<file path="config.mk">
export PLATFORM = sky130hd
export DESIGN_NAME = channel_scheduler
export DESIGN_NICKNAME = d
export VERILOG_FILES = /design/src/rtl/sched_pkg.sv /design/src/rtl/rr_arbiter.sv /design/src/rtl/channel_scheduler.sv
export SDC_FILE = /design/constraint.sdc
export NUM_CORES = 1
export LEC_CHECK = 0
export ABC_CLOCK_PERIOD_IN_PS = 2900
export CORE_UTILIZATION = 35
export DETAILED_ROUTE_END_ITERATION = 12
export PLACE_DENSITY = 0.68
export SLEW_MARGIN = 20
export SYNTH_ARGS = -nofsm -noshare
export SYNTH_HDL_FRONTEND = slang
export SYNTH_SLANG_ARGS = --single-unit
</file>
<file path="constraint.sdc">
create_clock -name clk -period 2.9 [get_ports clk]
set_input_delay 0.435 -clock clk [delete_from_list [all_inputs] [get_ports clk]]
set_output_delay 0.435 -clock clk [all_outputs]
set_load 0.01 [all_outputs]
</file>
<file path="src/rtl/sched_pkg.sv">
// sched_pkg: shared types and constants for the channel readout scheduler.
// Contents: scheduler state encoding, record-header field positions,
// record/hold lengths and a header-byte builder.
package sched_pkg;

    typedef enum logic [2:0] {
        ST_IDLE,
        ST_HDR,
        ST_FETCH,
        ST_SEND,
        ST_UNLOAD,
        ST_HOLD
    } state_t;

    localparam int HDR_OVR_BIT  = 7;
    localparam int HDR_CHAN_MSB = 3;

    localparam int RECORD_BYTES = 8;
    localparam int HOLD_CYCLES  = 2;
    localparam int HOLD_W       = (HOLD_CYCLES > 1) ? $clog2(HOLD_CYCLES) : 1;

    // Header: overrun flag in the top bit, channel index in the low nibble,
    // everything in between reads as zero.
    function automatic logic [7:0] make_header(input logic ovr,
                                               input logic [HDR_CHAN_MSB:0] idx);
        logic [7:0] h;
        h = '0;
        h[HDR_OVR_BIT]      = ovr;
        h[HDR_CHAN_MSB:0]   = idx;
        return h;
    endfunction

endpackage

</file>
<file path="src/rtl/rr_arbiter.sv">
// rr_arbiter: combinational round-robin pick.
// Returns the first set bit of req at or after ptr, wrapping modulo NCHAN.
// Ports:
//   req       in  NCHAN  request vector
//   ptr       in  IDXW   search start index (always < NCHAN)
//   grant_idx out IDXW   index of the chosen request (0 when none)
//   any       out 1      at least one request is set
module rr_arbiter #(
    parameter int NCHAN = 4,
    parameter int IDXW  = 2
) (
    input  logic [NCHAN-1:0] req,
    input  logic [IDXW-1:0]  ptr,
    output logic [IDXW-1:0]  grant_idx,
    output logic             any
);

    function automatic logic [IDXW-1:0] wrap_idx(input logic [IDXW-1:0] p, input int k);
        int j;
        j = int'(p) + k;
        if (j >= NCHAN) j = j - NCHAN;
        return IDXW'(j);
    endfunction

    // Scan offsets from farthest to nearest so the nearest hit overwrites.
    always_comb begin
        grant_idx = '0;
        any       = 1'b0;
        for (int k = NCHAN - 1; k >= 0; k--) begin
            if (req[wrap_idx(ptr, k)]) begin
                grant_idx = wrap_idx(ptr, k);
                any       = 1'b1;
            end
        end
    end

endmodule

</file>
<file path="src/rtl/channel_scheduler.sv">
// channel_scheduler: shares one host byte stream among NCHAN event-logger
// channels. Each granted channel produces either a 9-byte data record
// (header + 8 timestamp bytes, LSB first, followed by an unload pulse) or a
// header-only overrun record (followed by a clearoverrun pulse).
//
// Ports:
//   clk           in   1        clock shared with the channels
//   rst           in   1        synchronous active-high reset
//   attention     in   NCHAN    channel has data or a latched overrun (1-clk lag)
//   overrun       in   NCHAN    latched overrun flags
//   chandata      in   8*NCHAN  per-channel byte selected by byteaddr
//   byteaddr      out  3        byte select broadcast to all channels
//   unload        out  NCHAN    one-cycle one-hot FIFO pop
//   clearoverrun  out  NCHAN    one-cycle one-hot overrun clear
//   txdata        out  8        registered output byte
//   txvalid       out  1        txdata valid
//   txready       in   1        host accepts the byte
//
// state   | meaning
// --------+---------------------------------------------------------------
// IDLE    | wait for attention; pick channel, load header
// HDR     | header offered to host
// FETCH   | capture channel byte at byteaddr into txdata
// SEND    | payload byte offered to host
// UNLOAD  | unload pulse to the granted channel
// HOLD    | let FIFO flags and the lagging attention settle before regrant
module channel_scheduler
    import sched_pkg::*;
#(
    parameter int NCHAN = 4
) (
    input  logic                 clk,
    input  logic                 rst,
    input  logic [NCHAN-1:0]     attention,
    input  logic [NCHAN-1:0]     overrun,
    input  logic [8*NCHAN-1:0]   chandata,
    output logic [2:0]           byteaddr,
    output logic [NCHAN-1:0]     unload,
    output logic [NCHAN-1:0]     clearoverrun,
    output logic [7:0]           txdata,
    output logic                 txvalid,
    input  logic                 txready
);

    localparam int IDXW = (NCHAN > 1) ? $clog2(NCHAN) : 1;

    state_t              state, state_nx;
    logic [IDXW-1:0]     ptr;
    logic [IDXW-1:0]     sel;
    logic                ovr;
    logic [HOLD_W-1:0]   hold_cnt;

    logic [IDXW-1:0]     grant_idx;
    logic                grant_any;
    logic [NCHAN-1:0]    sel_onehot;
    logic [IDXW-1:0]     ptr_after;
    logic                last_byte;

    rr_arbiter #(
        .NCHAN (NCHAN),
        .IDXW  (IDXW)
    ) u_arb (
        .req       (attention),
        .ptr       (ptr),
        .grant_idx (grant_idx),
        .any       (grant_any)
    );

    always_comb begin
        sel_onehot      = '0;
        sel_onehot[sel] = 1'b1;
    end

    assign ptr_after = (sel == IDXW'(NCHAN - 1)) ? '0 : sel + 1'b1;
    assign last_byte = (byteaddr == 3'(RECORD_BYTES - 1));

    always_comb begin
        state_nx = state;
        case (state)
            ST_IDLE:   if (grant_any) state_nx = ST_HDR;
            ST_HDR:    if (txready) state_nx = ovr ? ST_HOLD : ST_FETCH;
            ST_FETCH:  state_nx = ST_SEND;
            ST_SEND:   if (txready) state_nx = last_byte ? ST_UNLOAD : ST_FETCH;
            ST_UNLOAD: state_nx = ST_HOLD;
            ST_HOLD:   if (hold_cnt == '0) state_nx = ST_IDLE;
            default:   state_nx = ST_IDLE;
        endcase
    end

    always_ff @(posedge clk) begin
        if (rst) begin
            state        <= ST_IDLE;
            ptr          <= '0;
            sel          <= '0;
            ovr          <= 1'b0;
            hold_cnt     <= '0;
            byteaddr     <= '0;
            txdata       <= '0;
            txvalid      <= 1'b0;
            unload       <= '0;
            clearoverrun <= '0;
        end else begin
            state        <= state_nx;
            // Valid exactly in the offering states; a stall keeps the state,
            // so txvalid and txdata both hold until the transfer.
            txvalid      <= (state_nx == ST_HDR) || (state_nx == ST_SEND);
            unload       <= '0;
            clearoverrun <= '0;
            case (state)
                ST_IDLE: begin
                    if (grant_any) begin
                        sel    <= grant_idx;
                        ovr    <= overrun[grant_idx];
                        txdata <= make_header(overrun[grant_idx], 4'(grant_idx));
                    end
                end
                ST_HDR: begin
                    if (txready) begin
                        if (ovr) begin
                            clearoverrun <= sel_onehot;
                            ptr          <= ptr_after;
                            hold_cnt     <= HOLD_W'(HOLD_CYCLES - 1);
                        end else begin
                            byteaddr <= '0;
                        end
                    end
                end
                ST_FETCH: begin
                    txdata <= chandata[{sel, 3'b000} +: 8];
                end
                ST_SEND: begin
                    if (txready) begin
                        if (last_byte) begin
                            unload <= sel_onehot;
                            ptr    <= ptr_after;
                        end else begin
                            byteaddr <= byteaddr + 3'd1;
                        end
                    end
                end
                ST_UNLOAD: begin
                    hold_cnt <= HOLD_W'(HOLD_CYCLES - 1);
                end
                ST_HOLD: begin
                    if (hold_cnt != '0) hold_cnt <= hold_cnt - 1'b1;
                end
                default: ;
            endcase
        end
    end

endmodule

</file>
[After elaboration in Yosys (flattened, before gate mapping)]
Index checks and enable logic that the tools add are counted.
Storage, ports and cells
  flip-flop bits (word level): 29
  word-level logic and storage cells: 114
  input port bits: 43
Cells by class
  bitwise logic cells: 5
  equal/unequal tests: 16
  reduce and logical (&&, ||, !) cells: 13
  multiplexer cells: 48
  $add $sub $neg: 10
  shifts and indexed selects: 1
  $lt $le $gt $ge: 11
Operators by type and width (count)
  32-bit by 6-bit variable part select with 8-bit output: 1
  3-bit 2-to-1 mux: 10
  2-bit 2-to-1 mux: 13
  2-bit by 3-bit less-than comparator with 1-bit output, second input constant: 6
  3-bit case mux with 6 select lines: 1
  8-bit case mux with 2 select lines: 1
  2-bit != test, second input constant: 7
  1-bit 2-to-1 mux: 13
  1-bit binary-select mux with 2-bit select: 5
  5-bit AND reduction: 2
  3-bit by 2-bit == test with 1-bit output, second input constant: 3
  3-bit == test, second input constant: 3
  3-bit greater-or-equal comparator, second input constant: 3
  8-bit 2-to-1 mux: 1
  4-bit OR reduction: 2
  2-bit by 1-bit subtractor with 2-bit output, second input constant: 4
  2-bit by 2-bit adder with 3-bit output, second input constant: 2
  3-bit by 1-bit == test with 1-bit output, second input constant: 2
  3-bit case mux with 2 select lines: 1
  1-bit NOT: 5
  2-bit case mux with 2 select lines: 1
  2-bit AND reduction: 2
  2-bit nonzero test: 2
  2-bit by 1-bit adder with 3-bit output, second input constant: 1
  13 further kinds: 13

[Depth between registers and ports, before layout]
  depth after elaboration: 13
  mapped depth: 6
  depth with buffers taken out: 6

[Hierarchy]
From an unflattened synthesis, not the netlist that was laid out.
Unflattened totals
  cell total of the unflattened synthesis: 158
  area, all modules: 1542.7 µm²
By module, submodules not included
  channel_scheduler: seq. area each 580.6 µm², cells each 145, instances 1, area an instance 1465.2 µm²
  rr_arbiter: seq. area each 0.0 µm², cells each 13, instances 1, area an instance 77.6 µm²

[Worst setup path before layout]
No wires, ideal clock.
  kind: register -> register
  start point: register byteaddr[0]
  end point: register byteaddr[0]
  stages on the path, launching flop included: 7
  arrival time: 1.454 ns
  clock period less this slack: 1.586 ns
  slack: 1.314 ns
  cell sequence: dfxtp_1 -> ha_1 -> ha_1 -> mux2i_1 -> nor3b_1 -> nand2b_1 -> a21oi_1
On the way
  longest elaborated chain between the ends: 4
Ends and longest elaborated chain
  start, declared: line channel_scheduler.sv:37  | output logic [2:0] byteaddr,
  start signal, assigned: line channel_scheduler.sv:137  | byteaddr <= byteaddr + 3'd1;
  3-bit by 1-bit adder with 3-bit output: line channel_scheduler.sv:137
  3-bit 2-to-1 mux: line channel_scheduler.sv:133  | if (last_byte) begin
  3-bit 2-to-1 mux: line channel_scheduler.sv:132  | if (txready) begin
  3-bit case mux with 2 select lines: line channel_scheduler.sv:109  | case (state)
Several ways; a longest one is shown, not always the timed one. The select of a mux whose other input is x is not followed.
A chain may end at the register's enable or synchronous reset.

[Worst setup path in the final report]
  start point: input attention[2]
  end point: register txdata[1]
On the way
  longest elaborated chain between the ends: 8
Ends and longest elaborated chain
  start, declared: line channel_scheduler.sv:34  | input logic [NCHAN-1:0] attention,
  1-bit binary-select mux with 2-bit select: line rr_arbiter.sv:30  | if (req[wrap_idx(ptr, k)]) begin
  1-bit 2-to-1 mux (not written as such): line rr_arbiter.sv:30
  2-bit 2-to-1 mux / 1-bit 2-to-1 mux (equally long branches) (4 in series): line rr_arbiter.sv:30
  8-bit 2-to-1 mux / 2-bit != test (equally long branches)
  8-bit case mux with 2 select lines / 2-bit AND reduction (equally long branches)
  end signal, assigned: line channel_scheduler.sv:114  | txdata <= make_header(overrun[grant_idx], 4'(grant_idx));
  end signal, assigned: line channel_scheduler.sv:129  | txdata <= chandata[{sel, 3'b000} +: 8];
  end, declared: line channel_scheduler.sv:40  | output logic [7:0] txdata,
Several ways; a longest one is shown, not always the timed one. The select of a mux whose other input is x is not followed.

==> impl_metrics.yaml <==
synth:
  yosysTopAreaCell: "dfxtp_1"
  syn-cell-area_mm2: 0.00145
  synth_cells: 147
  async_reset_ff_frac: 0
  synth_top_area_frac: 0.400
  syn_avg_cell_area_um2: 9.88
  synth.top_cells.by_area: "dfxtp_1 (40%), mux4_2 (12%), ha_1 (5.2%)"
  synth-edff-count: 0
  ys_ff_latch: 29
  yosysSeqAreaShare: 0.400
  ys.flop_type: "dfxtp_1"
  synth-warning-count: 0
  ys_types: 34
  synth_fp_nets: 196
critical_path:
  setup.worst_path.start: "attention[2]"
  path_class: "primary input to flip-flop"
  cp_max_fo: 8
  critPathRequiredTime_ps: 3100
  slowest_stage: "nor2_1"
  critical-path-max-stage-delay_ps: 500
  worstPathCellList: "clkdlybuf4s50_1, nor4_2, nor4_1, nor2_1, a22oi_1, a21oi_1"
  ff2ff_path_depth: 5
  startpoint_type: "primary input"
  worst_ep_arrival_time_ps: 2300
  end_kind: "flip-flop"
  crit-reg2reg-launch: "state[2]$_SDFF_PP0_"
cts:
  post_cts_buffers: 0
  ctsHtreeMaxLevel: 2
  insertion_delay_ps: 270
  ctsResizeCount: 0
  cts_tree: "done"
  clock-sinks: 29
  cts_made_buffers: 5
  root_buffer: "clkbuf_8"
  cts_hold_buf: 0
  clk_pin_slew_ps: 60
  cts_buffer_depth: 2
global_route:
  antenna_found_initial: 0
  grt_overflow: 0
  grt_pass1_wl_um: 6000
  grt_pass1_vias: 1363
  grt.total_usage: 0.184
  grt_max_degree: 18
job:
  maxCapViolations: 0
power:
  p_leak_nw: 0.771
  vdd_drop_max_mv: 0.234
  cellPowerDensity_mw_per_mm2: 431
drt:
  ant_nets: 0
  drt_iter0_drc: 39
  vias_per_cell: 5.20
  num_vias: 1352
  drt_drc_violations_left: 0
  drt_wl_total_um: 3680
  wl_per_cell_um: 14.2
  firstDrtPassIters: 4
final_layout:
  final_cell_mix: "clkdlybuf4s50_1 (62), dfxtp_1 (29), nor2_1 (16), a21oi_1 (11)"
  layout.nets: 259
  layout-drive-gt1-share: 0.0952
  antenna_cells: 0
  syn2layout_area_growth_pct: 51.2
  stdcell_area_mm2: 0.00220
  final_common_cell: "clkdlybuf4s50_1"
sta:
  slew_headroom: 0.519
  finalSetupViolCount: 0
  fin_skew_ps: 4.36
  rsz0062_at_grt: "no"
  setup_tns_ps: 0
  worstMarginPinSlew_ps: 721
  setup_slack_ps: 805
  min_period_ps: 2090
  hold_viol_final: 0
  period_share: 0.722
  slew_violations: 0
  fmax_mhz: 477
placement:
  post-place-ws_ps: 550
  hpwl_um: 2910
  io_buffers: 62
  placed_area_mm2: 0.00211
  gp_congestion: 0.790
floorplanning:
  rows: 23
  initial_utilization: 0.363
  fp.dieH_um: 66.4
  die-area_mm2: 0.00441
  ios: 63
  core_area_mm2: 0.00400
  dieWidth_um: 66.4
worst_hold_path:
  hold_depth: 2
  worstHoldStart: "hold_cnt$_SDFFE_PP0P_"
  hp-class: "flip-flop to flip-flop"
status:
  outcome: "finished, final reports clean"
## cell usage after synthesis (4+ instances only)
master and instances:
a22oi_1 8, nor3_1 5, clkbuf_1 4, mux2i_1 4, inv_1 5, and2_1 8
a21oi_1 11, nand2_1 7, nor2_1 16, nor3b_1 4, o21a_1 4, ha_1 6
mux4_2 8, dfxtp_1 29
## cells by family after synthesis
kind of cell / after synthesis / synth area share
multiplexers: 12 / 0.152
AND/OR/NAND/NOR: 53 / 0.199
adder cells (fa/ha/maj): 6 / 0.0517
buffers and inverters: 13 / 0.0413
AO/OA/AOI/OAI: 34 / 0.157
flip-flops: 29 / 0.400
## power breakdown
part | leakage (nW) | total (mW) | internal (mW) | switching (mW)
Clock | 0.0443 | 0.323 | 0.188 | 0.135
Combinational | 0.491 | 0.182 | 0.114 | 0.0679
Sequential | 0.235 | 0.441 | 0.415 | 0.0262
## worst max-delay path, delay by kind of cell
| family | cells | cell delay (ps) |
|---|---|---|
| AND/OR/NAND/NOR | 3 | 1010 |
| AO/OA/AOI/OAI | 2 | 370 |
| buffers and inverters | 1 | 470 |
## sequential cells by signal, summed over array words and instances (netlist names)
name and flops:
ptr 2, unload 4, txdata 8, hold_cnt 1, sel 2, state 3
txvalid 1, clearoverrun 4, byteaddr 3, ovr 1
## worst paths after layout
path | endpoint | slack, ps
worst max-delay path | txdata[1]$_SDFFE_PP0P_ | 810
worst min-delay path | hold_cnt$_SDFFE_PP0P_ | 490
worst max register to register | txdata[1]$_SDFFE_PP0P_ | 1070
worst min register to register | hold_cnt$_SDFFE_PP0P_ | 490
## layer usage
metal,share of wire,up-vias,GRT usage
li1,-,663,-
met1,0.42,653,0.214
met2,0.53,31,0.318
met3,0.034,5,0.0517
met4,0.012,0,0.0691
met5,0,-,0
## cell type report
| cell class | instances | area [µm²] |
|---|---|---|
| timing repair buffer | 64 | 636 |
| fill | 364 | 1800 |
| multi-input combinational | 105 | 812 |
| inverter | 5 | 18.8 |
| clock buffer | 7 | 86.3 |
| tap | 50 | 62.6 |
| sequential | 29 | 581 |
## stage by stage
step / total power, mW / instances / hold slack [ps] / utilization
detailed placement: 0.631 / 253 / 482 / 0.527
CTS: 0.953 / 260 / 490 / 0.549
global route: 0.994 / 260 / 528 / 0.549
finish: 0.945 / 260 / 487 / 0.549
global placement: 0.625 / 253 / 474 / 0.527
floorplan: 0.535 / 147 / 467 / -
No activity file was read; power rests on OpenSTA's default activity.
